## config.mk

```make
export PLATFORM = sky130hd
export DESIGN_NAME = char_scroll_ctrl
export DESIGN_NICKNAME = d
export VERILOG_FILES = /design/src/rtl/char_scroll_ctrl.sv
export SDC_FILE = /design/constraint.sdc
export NUM_CORES = 1
export LEC_CHECK = 0
export ABC_AREA = 1
export BUFFER_PORTS_ARGS = -buffer_cell sky130_fd_sc_hd__buf_4
export CAP_MARGIN = 20
export CORE_MARGIN = 3
export CORE_UTILIZATION = 30
export CTS_BUF_LIST = sky130_fd_sc_hd__clkbuf_8
export DETAILED_ROUTE_END_ITERATION = 6
export PLACE_DENSITY_LB_ADDON = 0.15
export SYNTH_ARGS = -nofsm -noshare
export SYNTH_HDL_FRONTEND = slang
export SYNTH_SLANG_ARGS = --single-unit
```

## constraint.sdc

```tcl
create_clock -name CLOCK_50 -period 7.5 [get_ports CLOCK_50]
set_clock_uncertainty 0.05 [all_clocks]
set_input_delay 2.25 -clock CLOCK_50 [delete_from_list [all_inputs] [get_ports CLOCK_50]]
set_output_delay 2.25 -clock CLOCK_50 [all_outputs]
set_load 0.02 [all_outputs]
```

## src/rtl/char_scroll_ctrl.sv

```systemverilog
// char_scroll_ctrl: 8-character message scroller feeding per-digit 3-bit character decoders
//   CLOCK_50  in   system clock, rising edge
//   resetn    in   async active-low reset
//   run       in   1 = scroll, 0 = hold frame
//   dir       in   0 = left (offset+1), 1 = right (offset-1)
//   wr_en     in   message write strobe (accepted in IDLE/PAUSE only)
//   wr_addr   in   message slot
//   wr_data   in   character code
//   wr_ack    out  one-cycle pulse after an accepted write
//   codes     out  digit k code at [3k+2:3k], digit 0 leftmost
//   offset    out  scroll offset
//   state     out  00 IDLE, 01 RUN, 10 PAUSE
module char_scroll_ctrl #(
    parameter int NUM_DISP = 5,
    parameter int TICK_DIV = 50000000,
    parameter int MSG_LEN  = 8
) (
    input  logic                  CLOCK_50,
    input  logic                  resetn,
    input  logic                  run,
    input  logic                  dir,
    input  logic                  wr_en,
    input  logic [2:0]            wr_addr,
    input  logic [2:0]            wr_data,
    output logic                  wr_ack,
    output logic [3*NUM_DISP-1:0] codes,
    output logic [2:0]            offset,
    output logic [1:0]            state
);
    localparam int CW = $clog2(TICK_DIV);
    localparam logic [23:0] DEF_MSG = {3'b111, 3'b111, 3'b111, 3'b011, 3'b010, 3'b010, 3'b001, 3'b000};
    typedef enum logic [1:0] {IDLE = 2'b00, RUN = 2'b01, PAUSE = 2'b10} st_t;
    st_t st, st_nx;
    logic [CW-1:0] cnt;
    logic [2:0] msg [MSG_LEN];
    logic tick, wr_ok;
    assign tick  = st == RUN && cnt == CW'(TICK_DIV - 1);
    assign wr_ok = wr_en && st != RUN;
    assign state = st;
    always_comb begin
        st_nx = st;
        case (st)
            IDLE:    st_nx = run ? RUN : IDLE;
            RUN:     st_nx = run ? RUN : PAUSE;
            PAUSE:   st_nx = wr_en ? IDLE : run ? RUN : PAUSE;
            default: st_nx = IDLE;
        endcase
    end
    always_ff @(posedge CLOCK_50 or negedge resetn) begin
        if (!resetn) begin
            st     <= IDLE;
            cnt    <= '0;
            offset <= '0;
            wr_ack <= 1'b0;
            for (int i = 0; i < MSG_LEN; i++) msg[i] <= DEF_MSG[3*i +: 3];
        end else begin
            st     <= st_nx;
            wr_ack <= wr_ok;
            if (wr_ok) msg[wr_addr] <= wr_data;
            if (st == RUN) cnt <= tick ? '0 : cnt + CW'(1);
            else if (st == IDLE) cnt <= '0;
            if (tick) offset <= dir ? offset - 3'd1 : offset + 3'd1;
        end
    end
    for (genvar k = 0; k < NUM_DISP; k++) begin : g_dig
        // 3-bit sum wraps mod 8, so every index lands in the buffer
        assign codes[3*k +: 3] = msg[offset + 3'(k)];
    end
endmodule

```

==> impl_results.html <==
<table>
<tr><th>Metric</th><th>Value</th></tr>
<tr><th colspan="2">Final layout</th></tr>
<tr><td>Total inserted antenna cells</td><td>0</td></tr>
<tr><td>Filler Cell Count</td><td>1291</td></tr>
<tr><td>Synth-to-layout area growth</td><td>12.17%</td></tr>
<tr><td>Ratio of cells with drive above 1 in the final layout</td><td>11.45%</td></tr>
<tr><td>Multi-input gate area</td><td>2001 sq um</td></tr>
<tr><td>Number of nets in the layout</td><td>599</td></tr>
<tr><td>Storage element area</td><td>1419 sq um</td></tr>
<tr><th colspan="2">Yosys</th></tr>
<tr><td>Library cells used by synthesis</td><td>32</td></tr>
<tr><td>EDFF count, synth</td><td>0</td></tr>
<tr><td>Synthesized area divided by synthesized cell count</td><td>6.642 sq um</td></tr>
<tr><td>Largest family of logic cells by synthesized area</td><td>simple AND/OR/NAND/NOR gates</td></tr>
<tr><td>Area fraction in and, or, nand and nor cells after synthesis</td><td>35.48%</td></tr>
<tr><td>Cell type with the largest total area after synthesis</td><td>dfrtp_1</td></tr>
<tr><td>Portion of netlist area occupied by mux cells</td><td>0.5411%</td></tr>
<tr><td>Cell types with the largest area share after synthesis</td><td>dfrtp_1 28%, nand2_1 20%, o21ai_0 10%</td></tr>
<tr><td>YS warnings</td><td>0</td></tr>
<tr><td>Adder-Cell Fraction of Synth Area</td><td>1.353%</td></tr>
<tr><td>Number of synthesized register bits</td><td>56</td></tr>
<tr><td>Cell with the most instances after synthesis</td><td>nand2_1</td></tr>
<tr><td>Net count of the mapped netlist</td><td>572</td></tr>
<tr><td>Area share of xor/xnor cells in the synthesized design</td><td>3.077%</td></tr>
<tr><td>Sequential-to-total area share from yosys stat</td><td>38.35%</td></tr>
<tr><td>Primary flip-flop cell chosen by synthesis mapping</td><td>dfrtp_1</td></tr>
<tr><td>Cell Area, Synth</td><td>3700 sq um</td></tr>
<tr><td>Gate count after technology mapping</td><td>557</td></tr>
<tr><td>Post-synthesis compound-gate area fraction</td><td>13.63%</td></tr>
<tr><td>Top cell types by occurrence after synthesis</td><td>196 x nand2_1, 76 x o21ai_0, 67 x nor2_1</td></tr>
<tr><td>Area share of the largest cell type after synthesis</td><td>28.41%</td></tr>
<tr><td>Proportion of synthesized flip-flops having asynchronous set or reset</td><td>100.0%</td></tr>
<tr><th colspan="2">Critical path</th></tr>
<tr><td>WP data arrival</td><td>3.05 ns</td></tr>
<tr><td>Maximum net fanout on the critical path</td><td>34</td></tr>
<tr><td>Required time of the critical path</td><td>5.20 ns</td></tr>
<tr><td>CP endpoint kind</td><td>output port</td></tr>
<tr><td>Class of the most critical setup path</td><td>reg2out</td></tr>
<tr><td>Type of origin of the critical path</td><td>flip-flop</td></tr>
<tr><th colspan="2">CTS</th></tr>
<tr><td>TritonCTS clock tree</td><td>yes</td></tr>
<tr><td>Post-CTS repair timing setup buffer count</td><td>0</td></tr>
<tr><td>Clock root buffer master</td><td>clkbuf_8</td></tr>
<tr><td>CTS Buffer Depth</td><td>2</td></tr>
<tr><td>Sink Count</td><td>56</td></tr>
<tr><td># hold bufs at CTS</td><td>0</td></tr>
<tr><td>Number of buffers created by CTS</td><td>5</td></tr>
<tr><td>Post-cts gate resize count</td><td>0</td></tr>
<tr><td>Clock transition at path regs</td><td>0.10 ns</td></tr>
<tr><td>CTS H-tree lvls</td><td>2</td></tr>
<tr><td>Clk Latency, worst-skew pair</td><td>0.31 ns</td></tr>
<tr><th colspan="2">Floorplan</th></tr>
<tr><td>Starting density of the core</td><td>31.59%</td></tr>
<tr><td>Area inside the core boundary</td><td>11710 sq um</td></tr>
<tr><td>Overall die width</td><td>117.1 um</td></tr>
<tr><td>Ports</td><td>32</td></tr>
<tr><td>Die area</td><td>13700 sq um</td></tr>
<tr><td>Die Height</td><td>117.1 um</td></tr>
<tr><td>Row cnt</td><td>39</td></tr>
<tr><th colspan="2">Drt</th></tr>
<tr><td>Routed vias</td><td>3478</td></tr>
<tr><td>Routed WL per cell</td><td>14.09 um</td></tr>
<tr><td>DRT iter0 DRCs</td><td>253</td></tr>
<tr><td>Sum of routed wire length over all layers</td><td>10.26 mm</td></tr>
<tr><td>Detail Route Antenna Nets</td><td>0</td></tr>
<tr><td>Ratio of routed vias to standard cells</td><td>4.777</td></tr>
<tr><td>TritonRoute pass-1 iters</td><td>4</td></tr>
<tr><td>DRC errors left</td><td>0</td></tr>
<tr><th colspan="2">Power and ir drop</th></tr>
<tr><td>Lkg Pwr</td><td>0.001878 uW</td></tr>
<tr><td>Power per cell area</td><td>185.9 nW/um^2</td></tr>
<tr><td>Maximum VDD drop</td><td>0.09701 mV</td></tr>
<tr><th colspan="2">STA</th></tr>
<tr><td>Unrepaired setup endpoints after global routing</td><td>no</td></tr>
<tr><td>Final period demand of the worst path</td><td>5.347 ns</td></tr>
<tr><td>Final max-slew violation count</td><td>0</td></tr>
<tr><td>Total of endpoints with negative setup slack in the final report</td><td>0</td></tr>
<tr><td>Portion of the clock cycle consumed by the worst path in the final layout</td><td>71.29%</td></tr>
<tr><td>Setup total negative slack</td><td>0 ns</td></tr>
<tr><td>Hold Violations, Final</td><td>0</td></tr>
<tr><td>Pin slew with the least headroom to its limit</td><td>0.9192 ns</td></tr>
<tr><td>Upper clock frequency limit</td><td>187.0 MHz</td></tr>
<tr><td>Slack of the critical path</td><td>2.153 ns</td></tr>
<tr><td>Rel. slew slack</td><td>38.72%</td></tr>
<tr><th colspan="2">Placement</th></tr>
<tr><td>Worst slack, placed</td><td>2.572 ns</td></tr>
<tr><td>Total of buffers placed on input and output ports</td><td>31</td></tr>
<tr><td>Post-DP HPWL</td><td>7.925 mm</td></tr>
<tr><td>Last weighted congestion value of the routability-driven placer</td><td>0.8828</td></tr>
<tr><th colspan="2">GRT</th></tr>
<tr><td>Global-route wire length before repair</td><td>17.15 mm</td></tr>
<tr><td>Total congestion overflow after global routing</td><td>0</td></tr>
<tr><td>Total Routing Usage GR</td><td>15.93%</td></tr>
<tr><td>Number of antenna violations at the first check in global routing</td><td>0</td></tr>
<tr><td>Vias in the first global route</td><td>3279</td></tr>
<tr><td>Pin count of the biggest net entering global routing</td><td>57</td></tr>
<tr><th colspan="2">Job</th></tr>
<tr><td>Max-capacitance violation count</td><td>0</td></tr>
<tr><th colspan="2">Min path</th></tr>
<tr><td>Worst min path class</td><td>reg2reg</td></tr>
<tr><th colspan="2">Run status</th></tr>
<tr><td>Status</td><td>finished, final reports clean</td></tr>
</table>
## power by group
part / internal (uW) / switching (uW) / leakage, uW
combinational: 75.8 / 135 / 0.00112
sequential: 352 / 32.4 / 0.000708
clock: 74.1 / 102 / 0.0000486
total: 502 / 270 / 0.00188
## path summary, 6_finish.rpt
kind / cells past startpoint / slack (ns) / startpoint / end
setup / recovery: 6 / 2.15 / offset[0] / codes[11]
hold reg to reg: 2 / 0.46 / msg[11] / msg[11]
max in group asynchronous: 1 / 4.99 / resetn / cnt[21]
setup reg to reg: 8 / 5.03 / state[1] / cnt[15]
min in group asynchronous: 1 / 1.93 / resetn / state[0]
hold / removal: 2 / 0.46 / msg[11] / msg[11]
## logic make-up (layout without fill, tap and decap cells)
kind of cell / Yosys count / count (layout)
flip-flops: 56 / 56
AO/OA/AOI/OAI: 94 / 94
adder cells (fa/ha/maj): 4 / 4
XOR/XNOR: 13 / 13
AND/OR/NAND/NOR: 317 / 317
buffers and inverters: 71 / 99
multiplexers: 2 / 2
## stage by stage
step / total power [uW] / hold WS (ns) / instance area (sq um) / cells / util, %
floorplan: 506.6 / 0.4030 / 3700 / 557 / -
global placement: 599.6 / 0.4250 / 4056 / 720 / 34.64
detailed placement: 603.7 / 0.4368 / 4056 / 720 / 34.64
CTS: 785.3 / 0.4606 / 4150 / 728 / 35.44
global route: 826.8 / 0.4821 / 4150 / 728 / 35.44
finish: 771.4 / 0.4577 / 4150 / 728 / 35.44
## cell usage in the layout (no fill, tap or decap)
cell type / Yosys / final
nand4_1: 5 / 5
nor3_2: 1 / 1
a21oi_1: 4 / 4
clkbuf_8: 0 / 6
o22ai_1: 1 / 1
nand2_4: 1 / 1
o22a_1: 4 / 4
nor2_4: 2 / 2
nor3_1: 3 / 3
inv_1: 57 / 58
mux2i_1: 2 / 2
xnor2_1: 3 / 3
dfstp_2: 14 / 14
nor3_4: 1 / 1
xor2_1: 10 / 10
nand3_2: 1 / 1
nor2_2: 4 / 4
o211ai_1: 2 / 2
dfrtp_1: 42 / 42
o21ai_1: 3 / 3
buf_4: 0 / 31
nor2_1: 67 / 67
and3_1: 1 / 1
o221ai_1: 2 / 2
nand2_1: 196 / 196
clkinvlp_4: 0 / 1
o21ai_0: 76 / 76
nand2_2: 2 / 2
ha_1: 4 / 4
inv_2: 3 / 3
nand3_1: 33 / 33
o21bai_1: 2 / 2
## cell type report
class	count	area share [%]
inverters	60	5.427
flip-flops and latches	56	34.19
repair buffers	31	5.607
clock inverters	2	0.2713
multi-input cells	430	48.21
well taps	143	4.311
clock buffers	6	1.990
## critical path, stage by stage, from the launching register on
cell and delay [ns]:
dfrtp_1 0.96, inv_2 0.28, ha_1 0.63, inv_1 0.25
o21ai_0 0.30, o22a_1 0.17, buf_4 0.13
## registers in the layout (all words and copies together) (netlist names)
register  cells
cnt          26
wr_ack        1
state         2
offset        3
msg          24
## routing by layer
metal  vias to the layer above  GRT usage [%]  wire length (um)
met5                         -              0                 0
met4                         0          3.287               108
met3                         9          2.468               411
met2                        62          25.26              4517
met1                      1581          23.12              5216
li1                       1826              -                 -
Power figures use the tool's default switching activity.
